<file path="config.mk">
export PLATFORM = sky130hd
export DESIGN_NAME = multicycle_control
export DESIGN_NICKNAME = d
export VERILOG_FILES = /design/src/rtl/mc_pkg.sv /design/src/rtl/mc_decoder.sv /design/src/rtl/multicycle_control.sv
export SDC_FILE = /design/constraint.sdc
export NUM_CORES = 1
export LEC_CHECK = 0
export ABC_AREA = 1
export BUFFER_PORTS_ARGS = -buffer_cell sky130_fd_sc_hd__buf_2
export CAP_MARGIN = 0
export CORE_MARGIN = 4
export CORE_UTILIZATION = 45
export DETAILED_ROUTE_END_ITERATION = 8
export PLACE_DENSITY_LB_ADDON = 0.05
export SKIP_CTS_REPAIR_TIMING = 1
export SYNTH_ARGS = -nofsm -noshare
export SYNTH_HDL_FRONTEND = slang
export SYNTH_SLANG_ARGS = --single-unit
</file>
<file path="constraint.sdc">
create_clock -name clk -period 2.45 [get_ports clk]
set_input_delay 0.1225 -clock clk [delete_from_list [all_inputs] [get_ports clk]]
set_output_delay 0.1225 -clock clk [all_outputs]
set_load 0.005 [all_outputs]
</file>
<file path="src/rtl/mc_pkg.sv">
// Shared encodings for the multi-cycle controller: opcodes, ALU function codes,
// FSM state values and the EX-stage ALU function selection.
package mc_pkg;

  typedef logic [5:0] opcode_t;

  localparam opcode_t OP_RTYPE = 6'b100000;
  localparam opcode_t OP_LI    = 6'b111000;
  localparam opcode_t OP_LUI   = 6'b111001;
  localparam opcode_t OP_ADDI  = 6'b110000;
  localparam opcode_t OP_ANDI  = 6'b110010;
  localparam opcode_t OP_ORI   = 6'b110011;
  localparam opcode_t OP_B     = 6'b111111;
  localparam opcode_t OP_BEQ   = 6'b000000;
  localparam opcode_t OP_BNE   = 6'b000001;
  localparam opcode_t OP_LB    = 6'b000011;
  localparam opcode_t OP_SB    = 6'b000111;
  localparam opcode_t OP_LW    = 6'b001111;
  localparam opcode_t OP_SW    = 6'b011111;

  localparam logic [3:0] ALU_ADD = 4'b0000;
  localparam logic [3:0] ALU_SUB = 4'b0001;
  localparam logic [3:0] ALU_AND = 4'b0010;
  localparam logic [3:0] ALU_OR  = 4'b0011;

  localparam logic [2:0] ST_IF   = 3'd0;
  localparam logic [2:0] ST_DEC  = 3'd1;
  localparam logic [2:0] ST_EX   = 3'd2;
  localparam logic [2:0] ST_MEM  = 3'd3;
  localparam logic [2:0] ST_WB   = 3'd4;
  localparam logic [2:0] ST_TRAP = 3'd7;

  // Branches compare by subtraction; address and immediate arithmetic use add.
  function automatic logic [3:0] alu_func_for(input opcode_t op, input logic [3:0] func);
    logic [3:0] f;
    case (op)
      OP_RTYPE:       f = func;
      OP_ANDI:        f = ALU_AND;
      OP_ORI:         f = ALU_OR;
      OP_BEQ, OP_BNE: f = ALU_SUB;
      default:        f = ALU_ADD;
    endcase
    return f;
  endfunction

endpackage

</file>
<file path="src/rtl/mc_decoder.sv">
// Combinational opcode classifier; byte load/store are illegal when BYTE_OPS is 0.
module mc_decoder
  import mc_pkg::*;
#(
  parameter int BYTE_OPS = 1
) (
  input  logic [5:0] i_opcode,
  output logic       o_rtype,
  output logic       o_imm,
  output logic       o_branch,
  output logic       o_load,
  output logic       o_store,
  output logic       o_byte,
  output logic       o_lui,
  output logic       o_illegal
);

  // Opcode to class bits.
  always_comb begin
    o_rtype   = 1'b0;
    o_imm     = 1'b0;
    o_branch  = 1'b0;
    o_load    = 1'b0;
    o_store   = 1'b0;
    o_byte    = 1'b0;
    o_lui     = 1'b0;
    o_illegal = 1'b0;
    case (i_opcode)
      OP_RTYPE: o_rtype = 1'b1;
      OP_LI, OP_ADDI, OP_ANDI, OP_ORI: o_imm = 1'b1;
      OP_LUI: begin
        o_imm = 1'b1;
        o_lui = 1'b1;
      end
      OP_B, OP_BEQ, OP_BNE: o_branch = 1'b1;
      OP_LW: begin
        o_imm  = 1'b1;
        o_load = 1'b1;
      end
      OP_SW: begin
        o_imm   = 1'b1;
        o_store = 1'b1;
      end
      OP_LB: begin
        if (BYTE_OPS != 0) begin
          o_imm  = 1'b1;
          o_load = 1'b1;
          o_byte = 1'b1;
        end else begin
          o_illegal = 1'b1;
        end
      end
      OP_SB: begin
        if (BYTE_OPS != 0) begin
          o_imm   = 1'b1;
          o_store = 1'b1;
          o_byte  = 1'b1;
        end else begin
          o_illegal = 1'b1;
        end
      end
      default: o_illegal = 1'b1;
    endcase
  end

endmodule

</file>
<file path="src/rtl/multicycle_control.sv">
// Multi-cycle IF/DEC/EX/MEM/WB controller with memory handshakes, a wait watchdog,
// a retired-instruction counter and a sticky trap state.
module multicycle_control
  import mc_pkg::*;
#(
  parameter int INSTR_W  = 32,
  parameter int TIMEOUT  = 16,
  parameter int CNT_W    = 32,
  parameter int BYTE_OPS = 1
) (
  input  logic               clk,
  input  logic               Reset,
  input  logic [INSTR_W-1:0] Instr,
  input  logic               Zero,
  input  logic               imem_ready,
  input  logic               dmem_ready,
  output logic               imem_req,
  output logic               dmem_req,
  output logic               IR_LdEn,
  output logic               PC_sel,
  output logic               PC_LdEn,
  output logic               RF_WrEn,
  output logic               RF_WrData_sel,
  output logic               RF_B_sel,
  output logic               ALU_Bin_sel,
  output logic [3:0]         ALU_func,
  output logic               Mem_WrEn,
  output logic               lui,
  output logic               lb,
  output logic               sb,
  output logic               trap,
  output logic [2:0]         state,
  output logic [CNT_W-1:0]   retired
);

  localparam int CW = (TIMEOUT > 2) ? $clog2(TIMEOUT) : 1;
  localparam logic [CW-1:0] WAIT_LAST = CW'(TIMEOUT - 1);

  logic [2:0]       r_state;
  logic [2:0]       w_state_nxt;
  logic [CW-1:0]    r_wait_cnt;
  logic [CNT_W-1:0] r_retired;

  logic [5:0] w_opcode;
  logic [3:0] w_func;
  logic       w_unused_bits;
  logic       w_rtype, w_imm, w_branch, w_load, w_store, w_byte, w_lui, w_illegal;
  logic       w_ready;
  logic       w_timeout;
  logic       w_take;

  assign w_opcode      = Instr[INSTR_W-1 -: 6];
  assign w_func        = Instr[3:0];
  assign w_unused_bits = ^Instr[INSTR_W-7:4];

  mc_decoder #(
    .BYTE_OPS (BYTE_OPS)
  ) u_decoder (
    .i_opcode  (w_opcode),
    .o_rtype   (w_rtype),
    .o_imm     (w_imm),
    .o_branch  (w_branch),
    .o_load    (w_load),
    .o_store   (w_store),
    .o_byte    (w_byte),
    .o_lui     (w_lui),
    .o_illegal (w_illegal)
  );

  // The watchdog only matters in IF and MEM; a ready in the final wait cycle beats the timeout.
  assign w_ready   = (r_state == ST_IF) ? imem_ready : dmem_ready;
  assign w_timeout = (r_wait_cnt == WAIT_LAST) && !w_ready;
  assign w_take    = (w_opcode == OP_B) | ((w_opcode == OP_BEQ) & Zero) |
                     ((w_opcode == OP_BNE) & ~Zero);

  // Next-state and datapath control decode.
  always_comb begin
    w_state_nxt   = r_state;
    imem_req      = 1'b0;
    dmem_req      = 1'b0;
    IR_LdEn       = 1'b0;
    PC_sel        = 1'b0;
    PC_LdEn       = 1'b0;
    RF_WrEn       = 1'b0;
    RF_WrData_sel = 1'b0;
    RF_B_sel      = 1'b0;
    ALU_Bin_sel   = 1'b0;
    ALU_func      = ALU_ADD;
    Mem_WrEn      = 1'b0;
    lui           = 1'b0;
    lb            = 1'b0;
    sb            = 1'b0;
    trap          = 1'b0;
    if (Reset) begin
      w_state_nxt = ST_IF;
    end else begin
      case (r_state)
        ST_IF: begin
          if (imem_ready) begin
            imem_req    = 1'b1;
            IR_LdEn     = 1'b1;
            w_state_nxt = ST_DEC;
          end else if (w_timeout) begin
            w_state_nxt = ST_TRAP;
          end else begin
            imem_req = 1'b1;
          end
        end
        ST_DEC: begin
          RF_B_sel    = ~w_rtype;
          w_state_nxt = w_illegal ? ST_TRAP : ST_EX;
        end
        ST_EX: begin
          RF_B_sel    = ~w_rtype;
          ALU_func    = alu_func_for(w_opcode, w_func);
          ALU_Bin_sel = w_imm;
          if (w_branch) begin
            PC_sel      = w_take;
            PC_LdEn     = 1'b1;
            w_state_nxt = ST_IF;
          end else if (w_load || w_store) begin
            w_state_nxt = ST_MEM;
          end else begin
            w_state_nxt = ST_WB;
          end
        end
        ST_MEM: begin
          // Address operands stay stable for the whole access.
          RF_B_sel    = ~w_rtype;
          ALU_func    = alu_func_for(w_opcode, w_func);
          ALU_Bin_sel = w_imm;
          lb          = w_byte & w_load;
          sb          = w_byte & w_store;
          Mem_WrEn    = w_store && (r_wait_cnt == {CW{1'b0}});
          if (dmem_ready) begin
            dmem_req = 1'b1;
            if (w_store) begin
              PC_LdEn     = 1'b1;
              w_state_nxt = ST_IF;
            end else begin
              w_state_nxt = ST_WB;
            end
          end else if (w_timeout) begin
            w_state_nxt = ST_TRAP;
          end else begin
            dmem_req = 1'b1;
          end
        end
        ST_WB: begin
          RF_WrEn       = 1'b1;
          RF_WrData_sel = w_load;
          lui           = w_lui;
          lb            = w_byte & w_load;
          PC_LdEn       = 1'b1;
          w_state_nxt   = ST_IF;
        end
        ST_TRAP: begin
          trap = 1'b1;
        end
        default: begin
          w_state_nxt = ST_TRAP;
        end
      endcase
    end
  end

  // State, watchdog and retire counters.
  always_ff @(posedge clk) begin
    if (Reset) begin
      r_state    <= ST_IF;
      r_wait_cnt <= {CW{1'b0}};
      r_retired  <= {CNT_W{1'b0}};
    end else begin
      r_state   <= w_state_nxt;
      r_retired <= r_retired + {{(CNT_W-1){1'b0}}, PC_LdEn};
      if (w_state_nxt != r_state) begin
        r_wait_cnt <= {CW{1'b0}};
      end else if (!w_ready && (r_wait_cnt != WAIT_LAST)) begin
        r_wait_cnt <= r_wait_cnt + CW'(1);
      end else begin
        r_wait_cnt <= r_wait_cnt;
      end
    end
  end

  assign state   = r_state;
  assign retired = r_retired;

endmodule

</file>
# After elaboration in Yosys (flattened, before gate mapping)
# Cells that the tools add are included.
[classes]
n_addsub = 2
multipliers = 0
div_mod_pow = 0
order_cmp = 0
eq_ne = 20
n_shift = 0
n_mux = 56
n_bitwise = 8
reduce_logical = 19
[op_table]
columns = ["op", "n"]
rows = [
  ["$mux W1", 43],
  ["$eq A6 B6 Y1 const B", 7],
  ["$add A32 B1 Y32", 1],
  ["$mux W3", 8],
  ["$pmux W3 S6", 1],
  ["$pmux W4 S4", 1],
  ["$reduce_or A2 Y1", 7],
  ["$reduce_or A13 Y1", 1],
  ["$reduce_or A9 Y1", 1],
  ["$mux W4", 2],
  ["$eq A3 B2 Y1 const B", 2],
  ["$eq A3 B3 Y1 const B", 2],
  ["$eq A6 B1 Y1 const B", 1],
  ["$eq A6 B2 Y1 const B", 1],
  ["$eq A6 B3 Y1 const B", 1],
  ["$eq A6 B4 Y1 const B", 1],
  ["$eq A6 B5 Y1 const B", 1],
  ["$logic_not A6 Y1", 1],
  ["$reduce_or A3 Y1", 2],
  ["$add A4 B1 Y4 const B", 1],
  ["$and A1 B1 Y1", 4],
  ["$eq A4 B4 Y1 const B", 1],
  ["$logic_not A4 Y1", 1],
  ["$ne A4 B4 Y1 const B", 1],
  ["other kinds (9)", 13],
]
[word_totals]
reg_bits = 39
latch_bits = 0
mem_bits_rw = 0
mem_bits_ro = 0
inputBits = 37
output_inout_bits = 53
word_cells = 108
memories = 0

# Depth between registers and ports, before layout
# Gate-level depths: netlist (run 1).
[logic_depth]
depth_word = 10
depth_mapped = 19
depth_no_buf = 19

# By module
# Synthesis (run 1) repeated with hierarchy kept, for this count alone.
[hier_totals]
hier_cells = 428
hier_area_um2 = 2742.6
[by_module_without_submodules]
columns = ["module", "instances", "cells_each", "area_per_inst_um2", "seq_area_each_um2"]
rows = [
  ["multicycle_control", 1, 388, 2560.0, 780.7],
  ["mc_decoder", 1, 40, 182.7, 0.0],
]

# Worst setup path before layout (run 1)
# No wires, ideal clock.
[synth_path]
path_type = "register to register"
from = "register r_state[2] (netlist: state[2])"
to = "register r_retired[18] (netlist: retired[18])"
setup_time_ns = 0.131
t_arrival_ns = 2.493
t_required_ns = 2.319
path_slack_ns = -0.173
stages_incl_launch_ff = 19
path_buffers = 0
period_less_slack_ns = 2.623
path_cell_list = "dfxtp_1 inv_4 nand2_2 nor2_1 nand2_1 a31oi_1 ha_1 ha_1 nand2_1 nor2_1 nand3_1 inv_1 nand2_1 nor3_2 nand2_1 inv_1 nand2_1 nor2_1 nor3b_2"
[synth_between]
elab_chain_len = 4
word_cells_on_any_way = 6
classes_between = "1 x add/sub; 3 x eq/ne; 2 x mux"
[synth_lines]
columns = ["element", "line", "source"]
rows = [
  ["start, declared", "multicycle_control.sv:39", "logic [2:0] r_state;"],
  ["start signal, assigned", "multicycle_control.sv:174", "r_state <= w_state_nxt;"],
  ["$eq A3 B3 Y1 / $eq A3 B2 Y1 (equally long branches)", "multicycle_control.sv:97", "case (r_state)"],
  ["$pmux W1 S3 *", "multicycle_control.sv:97", ""],
  ["$mux W1 *", "multicycle_control.sv:94", "if (Reset) begin"],
  ["named net PC_LdEn", "multicycle_control.sv:21", "output logic PC_LdEn,"],
  ["$add A32 B1 Y32 *", "multicycle_control.sv:175", "r_retired <= r_retired + {{(CNT_W-1){1'b0}}, PC_LdEn};"],
  ["end signal, assigned", "multicycle_control.sv:172", "r_retired <= {CNT_W{1'b0}};"],
  ["end signal, assigned", "multicycle_control.sv:175", ""],
  ["end, declared", "multicycle_control.sv:42", "logic [CNT_W-1:0] r_retired;"],
]
# The timed path passes the listed nets; every way through them passes the cells marked *.
# A chain may end at the register's enable or synchronous reset.

# Worst setup path after layout (run 1)
[layout_path]
from = "register r_state[2] (netlist: state[2])"
to = "register r_retired[16] (netlist: retired[16])"
[layout_between]
elab_chain_len = 4
word_cells_on_any_way = 6
classes_between = "1 x add/sub; 3 x eq/ne; 2 x mux"
[layout_lines]
columns = ["element", "line"]
rows = [
  ["$eq A3 B3 Y1 / $eq A3 B2 Y1 (equally long branches)", "multicycle_control.sv:97"],
  ["$pmux W1 S3 *", "multicycle_control.sv:97"],
  ["$mux W1 *", "multicycle_control.sv:94"],
  ["$add A32 B1 Y32 *", "multicycle_control.sv:175"],
]
# Every way passes the cells marked *; elsewhere a longest branch is shown, timed or not.

==> impl_metrics.yaml, run 1 <==
status:
  result_of_the_run: "complete, but fails checks"
  violations: "negative setup slack"
critical_path:
  critPathRequiredTime_ps: 2670
  cp_data_arrival_time_ps: 2690
  timing.setup.critical_path_class: "reg -> reg"
  cpMostUsedCell: "nand2_2"
  worstSetupEndpointType: "register"
  crit_buf_inv: 3
  ordered_cell_list_for_the_critical_path: "inv_4, nand2_2, nor2_2, nand2_2, a31oi_4, ha_4, ha_4, nand2_2, nor2_1, nand3_1, inv_2, buf_6, nand4_1, nor2_2, nand2_2, nor2_4, nand2_1, a21oi_2"
  crit_path_max_incr_delay_ps: 360
  cp_slowest_cell: "dfxtp_2"
  cpLargestDelayFamily: "simple AND/OR/NAND/NOR gates"
  path_max_fanout: 4
  setup.worst_path.start_class: "register"
clock_network:
  clock-root-buffer: "clkbuf_8"
  clock_sinks: 39
  clkSlewWorstSetupHoldPaths_ps: 70
  cts_tree: "built"
  worst_skew_pair_latency_ps: 290
  clock_path_buffers: 2
  cts_inserted_buffers: 5
  ctsHtreeMaxLevel: 2
pwr:
  worst_ir_drop_vdd_v: 0.000477
  power.leakage_nw: 1.52
  power_density_of_the_placed_cells_nw_per_um2: 575
sta:
  setup_violations: 1
  final_critical_path_setup_slack_ps: -19.2
  timing.max_slew.rel_slack: 0.695
  rsz_0062_raised_after_global_routing: "yes"
  final_max_slew_viol_count: 0
  post-route-period-util: 1.01
  final_hold_viol_count: 0
  finClkSkew_ps: 11.9
  tightestPinTransition_ps: 454
  period_minus_slack_ps: 2470
  setup-tns-final_ps: -19.2
  timing_limited_maximum_frequency_mhz: 405
yosys:
  synthTopCellsByArea: "dfxtp_1 31%, nand2_1 13%, inv_1 7.7%"
  ys_ff_latch: 39
  asyncSetResetFlopFracSynth: 0
  mean_post_synth_cell_area_um2: 6.37
  netlist-cell-type-count: 34
  synth-main-ff-cell: "dfxtp_1"
  syn-num-nets: 441
  netlist_instances: 400
  yosys_warnings: 0
  syn-cell-area_um2: 2550
  netlist.area_leader.share: 0.306
  yosysSeqAreaShare: 0.306
  number_of_synthesized_flops_with_an_enable_pin: 0
  synth_top_area_cell: "dfxtp_1"
place:
  place_congestion: 0.867
  dp_hpwl_um: 5680
  post-place-ws_ps: -63.3
  placement.io_buffers: 67
detailed_routing:
  remaining_drc_errors: 0
  drtPass1Iterations: 4
  mean_number_of_vias_per_cell: 5.10
  antenna_violating_nets_post_route: 0
  vias: 2961
  drt-wirelength-per-cell_um: 12.5
  wirelength_um: 7250
  drt_first_iter_violations: 141
layout:
  multiInputGateArea_um2: 1660
  areaGrowthSynthToFinish_pct: 36.5
  mostFrequentLayoutCell: "nand2_1"
  final_cell_mix: "79 x nand2_1, 67 x buf_2, 50 x inv_1"
  antenna_cells_inserted: 0
  num-fill-cells: 525
  layout.area.seq_um2: 790
  design.final.nets: 549
  layout-drive-gt1-share: 0.338
global_routing:
  globalRoute.totalOverflow: 0
  grt_start_max_net_pins: 32
  overall_routing_resource_usage: 0.203
  grt_pass1_wl_um: 12000
  antenna_found_initial: 0
  vias_in_the_first_global_route: 2828
die:
  ioPinCount: 90
  placementRows: 27
  coreArea_um2: 5510
  die_w_um: 83.3
  die_y_um: 83.3
  die_area_um2: 6930
  start_util: 0.463
hold_path:
  hold_path.class: "in -> reg"
flow_run:
  cap_violations: 0
## Yosys cell counts, types with 3 or more instances
master,count
or2_0,5
clkbuf_1,3
ha_1,4
nand3_1,27
o21ai_0,16
nor3b_1,4
nor2_1,50
or2_2,8
nor3_1,22
nor2_2,5
nand2_1,86
a21oi_1,28
nor3_2,3
nand4_1,9
nand2_2,5
inv_2,3
dfxtp_1,39
xor2_1,3
nor4_1,8
inv_1,52
## report_power, final
group	total [mW]	switching [mW]	internal [mW]
Clock	0.482	0.226	0.256
Combinational	0.778	0.450	0.328
Sequential	0.740	0.0571	0.683
Total	2.00	0.733	1.27
## per-layer routing
layer,vias up,track usage,routed length (um)
met3,10,0.0308,335
li1,1529,-,-
met4,0,0.0624,138
met5,-,0,0
met1,1351,0.234,3070
met2,71,0.379,3710
## through the flow
| stage | hold WS [ps] | std cells | total power, mW | area [um^2] | utilization |
|---|---|---|---|---|---|
| finish | 318 | 581 | 2.00 | 3480 | 0.632 |
| global route | 325 | 581 | 2.15 | 3480 | 0.632 |
| floorplan | 291 | 400 | 1.23 | 2570 | - |
| detailed placement | 469 | 569 | 1.50 | 3230 | 0.587 |
| global placement | 458 | 569 | 1.49 | 3230 | 0.587 |
| CTS | 346 | 577 | 1.98 | 3340 | 0.606 |
## worst min-delay path, cell delays in order
cell and delay, ps:
buf_2 120, a31oi_4 50, ha_4 200, inv_1 40, nor2_1 30
## final timing paths
check	startpoint	endpoint	cells after the start	slack [ps]
min	Reset	retired[0]$_SDFF_PP0_	5	320
max reg2reg	state[2]$_SDFF_PP0_	retired[16]$_SDFF_PP0_	18	-20
max	state[2]$_SDFF_PP0_	retired[16]$_SDFF_PP0_	18	-20
min reg2reg	retired[31]$_SDFF_PP0_	retired[31]$_SDFF_PP0_	2	480
## registers in the layout, indices dropped and copies added, names as in the netlist
register and flops:
retired 32, r_wait_cnt 4, state 3
## kinds of logic after synthesis
group,count (synthesis),share of synthesized area
adders and majority gates,4,0.0196
buffers and inverters,60,0.0893
xor gates and xnor gates,5,0.0172
and+or+nand+nor,241,0.459
AOI/OAI and AO/OA,51,0.109
DFF,39,0.306
## final cells by class
cell class,instances,area share
Clock buffer,7,0.0277
Clock inverter,1,0.00216
Inverter,56,0.0611
Multi-Input combinational cell,301,0.477
Sequential cell,39,0.227
Tap cell,72,0.0259
Timing Repair Buffer,105,0.179
Power figures use the tool's default switching activity.
==> inputs of run 2 (changes only) <==
--- a/config.mk
+++ b/config.mk
@@ -8,8 +8,7 @@
 export ABC_AREA = 1
 export BUFFER_PORTS_ARGS = -buffer_cell sky130_fd_sc_hd__buf_2
 export CAP_MARGIN = 0
-export CORE_MARGIN = 4
-export CORE_UTILIZATION = 45
+export CORE_UTILIZATION = 49
 export DETAILED_ROUTE_END_ITERATION = 8
 export PLACE_DENSITY_LB_ADDON = 0.05
 export SKIP_CTS_REPAIR_TIMING = 1
==> constraint.sdc (replaced) <==
create_clock -name clk -period 2.8 [get_ports clk]
set_input_delay 0.14 -clock clk [delete_from_list [all_inputs] [get_ports clk]]
set_output_delay 0.14 -clock clk [all_outputs]
set_load 0.005 [all_outputs]
==> run 2 against run 1 <==
Compared with the run above: critical path depth is 5 lower; flip-flop and latch count stayed put; the flow now finishes without violations; non-clock buffer count is 28 lower; via count is 3.1% lower; sequential share of layout area is 1.9 points higher; hold slack better by 42 ps; design area is 8.5% lower; routed wire length is 9.1% lower; largest power group is now sequential cells; power is 9.8% lower.
==> impl_metrics.yaml, run 2 (same netlist as run 1, synthesis figures left out) <==
layout:
  final_area_um2: 3180
  finalCoreUtilization: 0.657
  design.final.nets: 521
  antenna_cells_inserted: 0
  layout-drive-gt1-share: 0.254
  multiInputGateArea_um2: 1560
  largest_register_ff_count: 32
  mostFrequentLayoutCell: "nand2_1"
  layout.area.seq_um2: 783
  areaGrowthSynthToFinish_pct: 24.9
  num-fill-cells: 458
  final_cell_mix: "86 x nand2_1, 67 x buf_2, 52 x inv_1"
sta:
  timing.max_slew.rel_slack: 0.704
  fin_worst_hold_slack_ps: 360
  timing_limited_maximum_frequency_mhz: 387
  setup_violations: 0
  post-route-period-util: 0.922
  final_max_slew_viol_count: 0
  tightestPinTransition_ps: 440
  finClkSkew_ps: 7.20
  setup-tns-final_ps: 0
  period_minus_slack_ps: 2580
  final_hold_viol_count: 0
  final_critical_path_setup_slack_ps: 219
pwr:
  sequentialPowerShare: 0.355
  cellInternalPower_mw: 1.18
  power_switching_mw: 0.624
  power.leakage_nw: 1.37
  part_of_the_power_in_the_clock_network: 0.311
  power.share.switching: 0.346
  worst_ir_drop_vdd_v: 0.000440
  power.combinational.fraction: 0.334
  power_density_of_the_placed_cells_nw_per_um2: 567
die:
  die_y_um: 74.1
  start_util: 0.526
  die_area_um2: 5490
  die_w_um: 74.1
  coreArea_um2: 4850
  placementRows: 25
  ioPinCount: 90
clock_network:
  clock_sinks: 39
  clock_path_buffers: 2
  cts_inserted_buffers: 5
  ctsHtreeMaxLevel: 2
  worst_skew_pair_latency_ps: 300
  clock-root-buffer: "clkbuf_8"
  clkSlewWorstSetupHoldPaths_ps: 70
  cts_tree: "built"
global_routing:
  globalRoute.totalOverflow: 0
  vias_in_the_first_global_route: 2485
  grt_pass1_wl_um: 10500
  overall_routing_resource_usage: 0.246
  grt_start_max_net_pins: 32
  antenna_found_initial: 0
detailed_routing:
  drtPass1Iterations: 4
  mean_number_of_vias_per_cell: 5.24
  drt_first_iter_violations: 157
  antenna_violating_nets_post_route: 0
  remaining_drc_errors: 0
  drt-wirelength-per-cell_um: 12.0
  wirelength_um: 6600
  vias: 2869
place:
  post-place-ws_ps: 94.3
  dp_hpwl_um: 5170
  placed_area_um2: 3030
  place_congestion: 0.917
  placement.io_buffers: 67
critical_path:
  setup.worst_path.start_class: "register"
  cp_data_arrival_time_ps: 2810
  cp_slowest_cell: "dfxtp_1"
  ordered_cell_list_for_the_critical_path: "inv_4, nand2_2, nor2_1, nand2_1, a31oi_4, ha_2, ha_1, buf_4, nand3_1, nor4_1, nand4_1, or2_2, a21oi_1"
  crit_path_max_incr_delay_ps: 340
  path_max_fanout: 10
  critPathRequiredTime_ps: 3030
  worstSetupEndpointType: "register"
  timing.setup.critical_path_class: "reg -> reg"
status:
  result_of_the_run: "finished, final reports clean"
hold_path:
  hold_path.class: "in -> reg"
flow_run:
  cap_violations: 0
-- run 2: cell types whose count changed in the layout (fill, tap and decap cells not counted), moves of 4 or more --
| cell | change |
|---|---|
| buf_4 | -27 |
| nand2_1 | +7 |
| nand2_2 | -6 |
| nor2_1 | +6 |
| nor2_2 | -4 |
-- run 2: final cells by class --
cell class                 instances  share of cell area
tap                               67              0.0263
clock buffer                       5              0.0216
sequential                        39               0.246
timing repair buffer              77               0.129
clock inverter                     3              0.0212
inverter                          56              0.0668
multi-input combinational        301               0.489
-- run 2: per-layer routing --
layer | routed length, um | global-route usage | vias to the layer above
met5 | 0 | 0 | -
met4 | 132 | 0.0919 | 0
met3 | 235 | 0.0339 | 12
met2 | 3350 | 0.464 | 67
met1 | 2870 | 0.280 | 1313
li1 | - | - | 1477
-- run 2: final timing paths --
path,cells past startpoint,from,to,slack (ps)
worst min register to register,2,retired[31]$_SDFF_PP0_,retired[31]$_SDFF_PP0_,480
worst max register to register,13,state[2]$_SDFF_PP0_,retired[24]$_SDFF_PP0_,220
worst max-delay path,13,state[2]$_SDFF_PP0_,retired[24]$_SDFF_PP0_,220
worst min-delay path,5,Reset,retired[0]$_SDFF_PP0_,360
-- run 2: critical path, delay by kind of cell, from the launching register on --
family	cells	cell delay (ps)
and+or+nand+nor	7	1220
adders and majority gates	2	380
DFF	1	340
AOI/OAI and AO/OA	2	330
buffers and inverters	2	260
-- run 2: through the flow --
stage               std cells  power [mW]
global placement          540        1.23
finish                    548        1.80
CTS                       548        1.80
detailed placement        540        1.24
floorplan                 400        1.07
global route              548        1.92
-- run 2: power groups by stage --
stage               logic [mW]  registers [mW]  clock network (mW)
floorplan                0.411           0.654                   0
global placement         0.580           0.648                   0
detailed placement       0.591           0.649                   0
CTS                      0.595           0.637               0.566
global route             0.680           0.645               0.591
finish                   0.603           0.640               0.562
==> inputs of run 3 (changes only) <==
--- a/config.mk
+++ b/config.mk
@@ -8,9 +8,12 @@
 export ABC_AREA = 1
 export BUFFER_PORTS_ARGS = -buffer_cell sky130_fd_sc_hd__buf_2
 export CAP_MARGIN = 0
-export CORE_UTILIZATION = 49
+export CELL_PAD_IN_SITES_DETAIL_PLACEMENT = 0
+export CELL_PAD_IN_SITES_GLOBAL_PLACEMENT = 1
+export CORE_UTILIZATION = 34
 export DETAILED_ROUTE_END_ITERATION = 8
 export PLACE_DENSITY_LB_ADDON = 0.05
+export RECOVER_POWER = 50
 export SKIP_CTS_REPAIR_TIMING = 1
 export SYNTH_ARGS = -nofsm -noshare
 export SYNTH_HDL_FRONTEND = slang
==> constraint.sdc (replaced) <==
create_clock -name clk -period 2.5 [get_ports clk]
set_input_delay 0.125 -clock clk [delete_from_list [all_inputs] [get_ports clk]]
set_output_delay 0.125 -clock clk [all_outputs]
set_load 0.005 [all_outputs]
==> run 3 against run 2 <==
Compared with the run above: hold slack got worse by 55 ps; non-clock buffer count increased by 24; fmax increased by 10%; clock skew increased by 2.4 ps; power increased by 14%; worst setup slack got worse by 65 ps; global-route usage decreased by 4.8 points; core utilization decreased by 18 points; critical endpoint unchanged; highest routed layer unchanged.
==> impl_metrics.yaml, run 3 (same netlist as run 1, synthesis figures left out) <==
status:
  result_of_the_run: "finished, final reports clean"
critical_path:
  cpMostUsedCell: "ha_4"
  worstSetupEndpointType: "register"
  setup.worst_path.start_class: "register"
  timing.setup.critical_path_class: "reg -> reg"
  timing.critical_path.from: "state[0]$_SDFF_PP0_"
  cp_slowest_cell: "dfxtp_4"
  path_max_fanout: 5
  critPathRequiredTime_ps: 2740
  crit_path_max_incr_delay_ps: 410
  cp_data_arrival_time_ps: 2590
  crit_buf_inv: 1
  cpLargestDelayFamily: "simple AND/OR/NAND/NOR gates"
  ordered_cell_list_for_the_critical_path: "nand2_4, nor2_4, nand3_2, a31oi_4, ha_4, ha_4, buf_4, nand3_1, nor4_1, nand4_1, or2_2, a21oi_1"
  worst_r2r_startpoint: "state[0]$_SDFF_PP0_"
detailed_routing:
  drt_first_iter_violations: 106
  vias: 2899
  wirelength_um: 7490
  mean_number_of_vias_per_cell: 4.80
  drt-wirelength-per-cell_um: 12.4
  remaining_drc_errors: 0
  antenna_violating_nets_post_route: 0
  drtPass1Iterations: 5
global_routing:
  overall_routing_resource_usage: 0.198
  grt_start_max_net_pins: 32
  globalRoute.busiestLayer: "met2"
  globalRoute.totalOverflow: 0
  antenna_found_initial: 0
  grt_pass1_wl_um: 12000
  gr-usage-met1: 0.229
  met2_usage_grt: 0.362
  grtUsageMet3: 0.0364
  vias_in_the_first_global_route: 2631
clock_network:
  clock-root-buffer: "clkbuf_8"
  clkSlewWorstSetupHoldPaths_ps: 80
  ctsHtreeMaxLevel: 2
  cts_inserted_buffers: 5
  clock_sinks: 39
  clock_path_buffers: 2
  cts_tree: "built"
  worst_skew_pair_latency_ps: 310
layout:
  antenna_cells_inserted: 0
  design.final.nets: 545
  layout-drive-gt1-share: 0.289
  mostFrequentLayoutCell: "nand2_1"
  final_cell_mix: "80 x nand2_1, 49 x inv_1, 49 x buf_2"
  areaGrowthSynthToFinish_pct: 35.6
  largest_register_ff_count: 32
  final_area_um2: 3460
pwr:
  worst_ir_drop_vdd_v: 0.000386
  power_density_of_the_placed_cells_nw_per_um2: 594
  power.leakage_nw: 1.44
sta:
  tightestPinTransition_ps: 480
  finClkSkew_ps: 9.59
  timing.max_slew.rel_slack: 0.677
  final_critical_path_setup_slack_ps: 153
  period_minus_slack_ps: 2350
  timing_limited_maximum_frequency_mhz: 426
  final_hold_viol_count: 0
  rsz_0062_raised_after_global_routing: "yes"
  fin_worst_hold_slack_ps: 305
  setup-tns-final_ps: 0
  setup_violations: 0
  final_max_slew_viol_count: 0
  post-route-period-util: 0.939
die:
  die_w_um: 88.6
  start_util: 0.351
  ioPinCount: 90
  coreArea_um2: 7250
  die_area_um2: 7850
  die_y_um: 88.6
  placementRows: 31
place:
  place_congestion: 0.843
  placed_area_um2: 3240
  dp_hpwl_um: 5970
  placement.io_buffers: 67
  post-place-ws_ps: -103
hold_path:
  hold_path.class: "in -> reg"
  min_from: "Reset"
flow_run:
  cap_violations: 0
[run 3: cell count changes in the layout (fill, tap and decap cells not counted), sizes merged]
cell and change:
bufinv -1, clkinvlp -1, clkbuf +18, clkinv +2, buf +6
[run 3: area by class of cell]
| type | instances | area (um^2) |
|---|---|---|
| clock buffer | 5 | 68.8 |
| tap | 99 | 124 |
| fill | 829 | 3800 |
| clock inverter | 3 | 43.8 |
| inverter | 56 | 215 |
| timing repair buffer | 101 | 572 |
| sequential | 39 | 790 |
| multi-input combinational | 301 | 1640 |
[run 3: through the flow]
stage	utilization	cells	total power, mW
floorplan	-	400	1.21
global placement	0.447	593	1.48
detailed placement	0.447	593	1.49
CTS	0.462	601	2.03
global route	0.477	604	2.21
finish	0.477	604	2.05
[run 3: worst min-delay path, stage by stage]
cell	delay [ps]
buf_2	120
a31oi_4	50
ha_4	200
inv_1	40
nor2_1	30
[run 3: metal layers]
metal | share of wire | wire length, um
met5 | 0 | 0
met3 | 0.035 | 263
met1 | 0.44 | 3290
met2 | 0.51 | 3810
met4 | 0.016 | 121
[run 3: path summary, 6_finish.rpt]
check                                               to  slack (ps)  cells past startpoint
worst min-delay path             retired[0]$_SDFF_PP0_         300                      5
worst max register to register  retired[24]$_SDFF_PP0_         150                     12
worst max-delay path            retired[24]$_SDFF_PP0_         150                     12
worst min register to register  retired[31]$_SDFF_PP0_         480                      2
[run 3: power by group]
group | total, mW | switching, mW | internal, mW
logic | 0.783 | 0.448 | 0.335
clock network | 0.536 | 0.239 | 0.297
registers | 0.734 | 0.0644 | 0.669
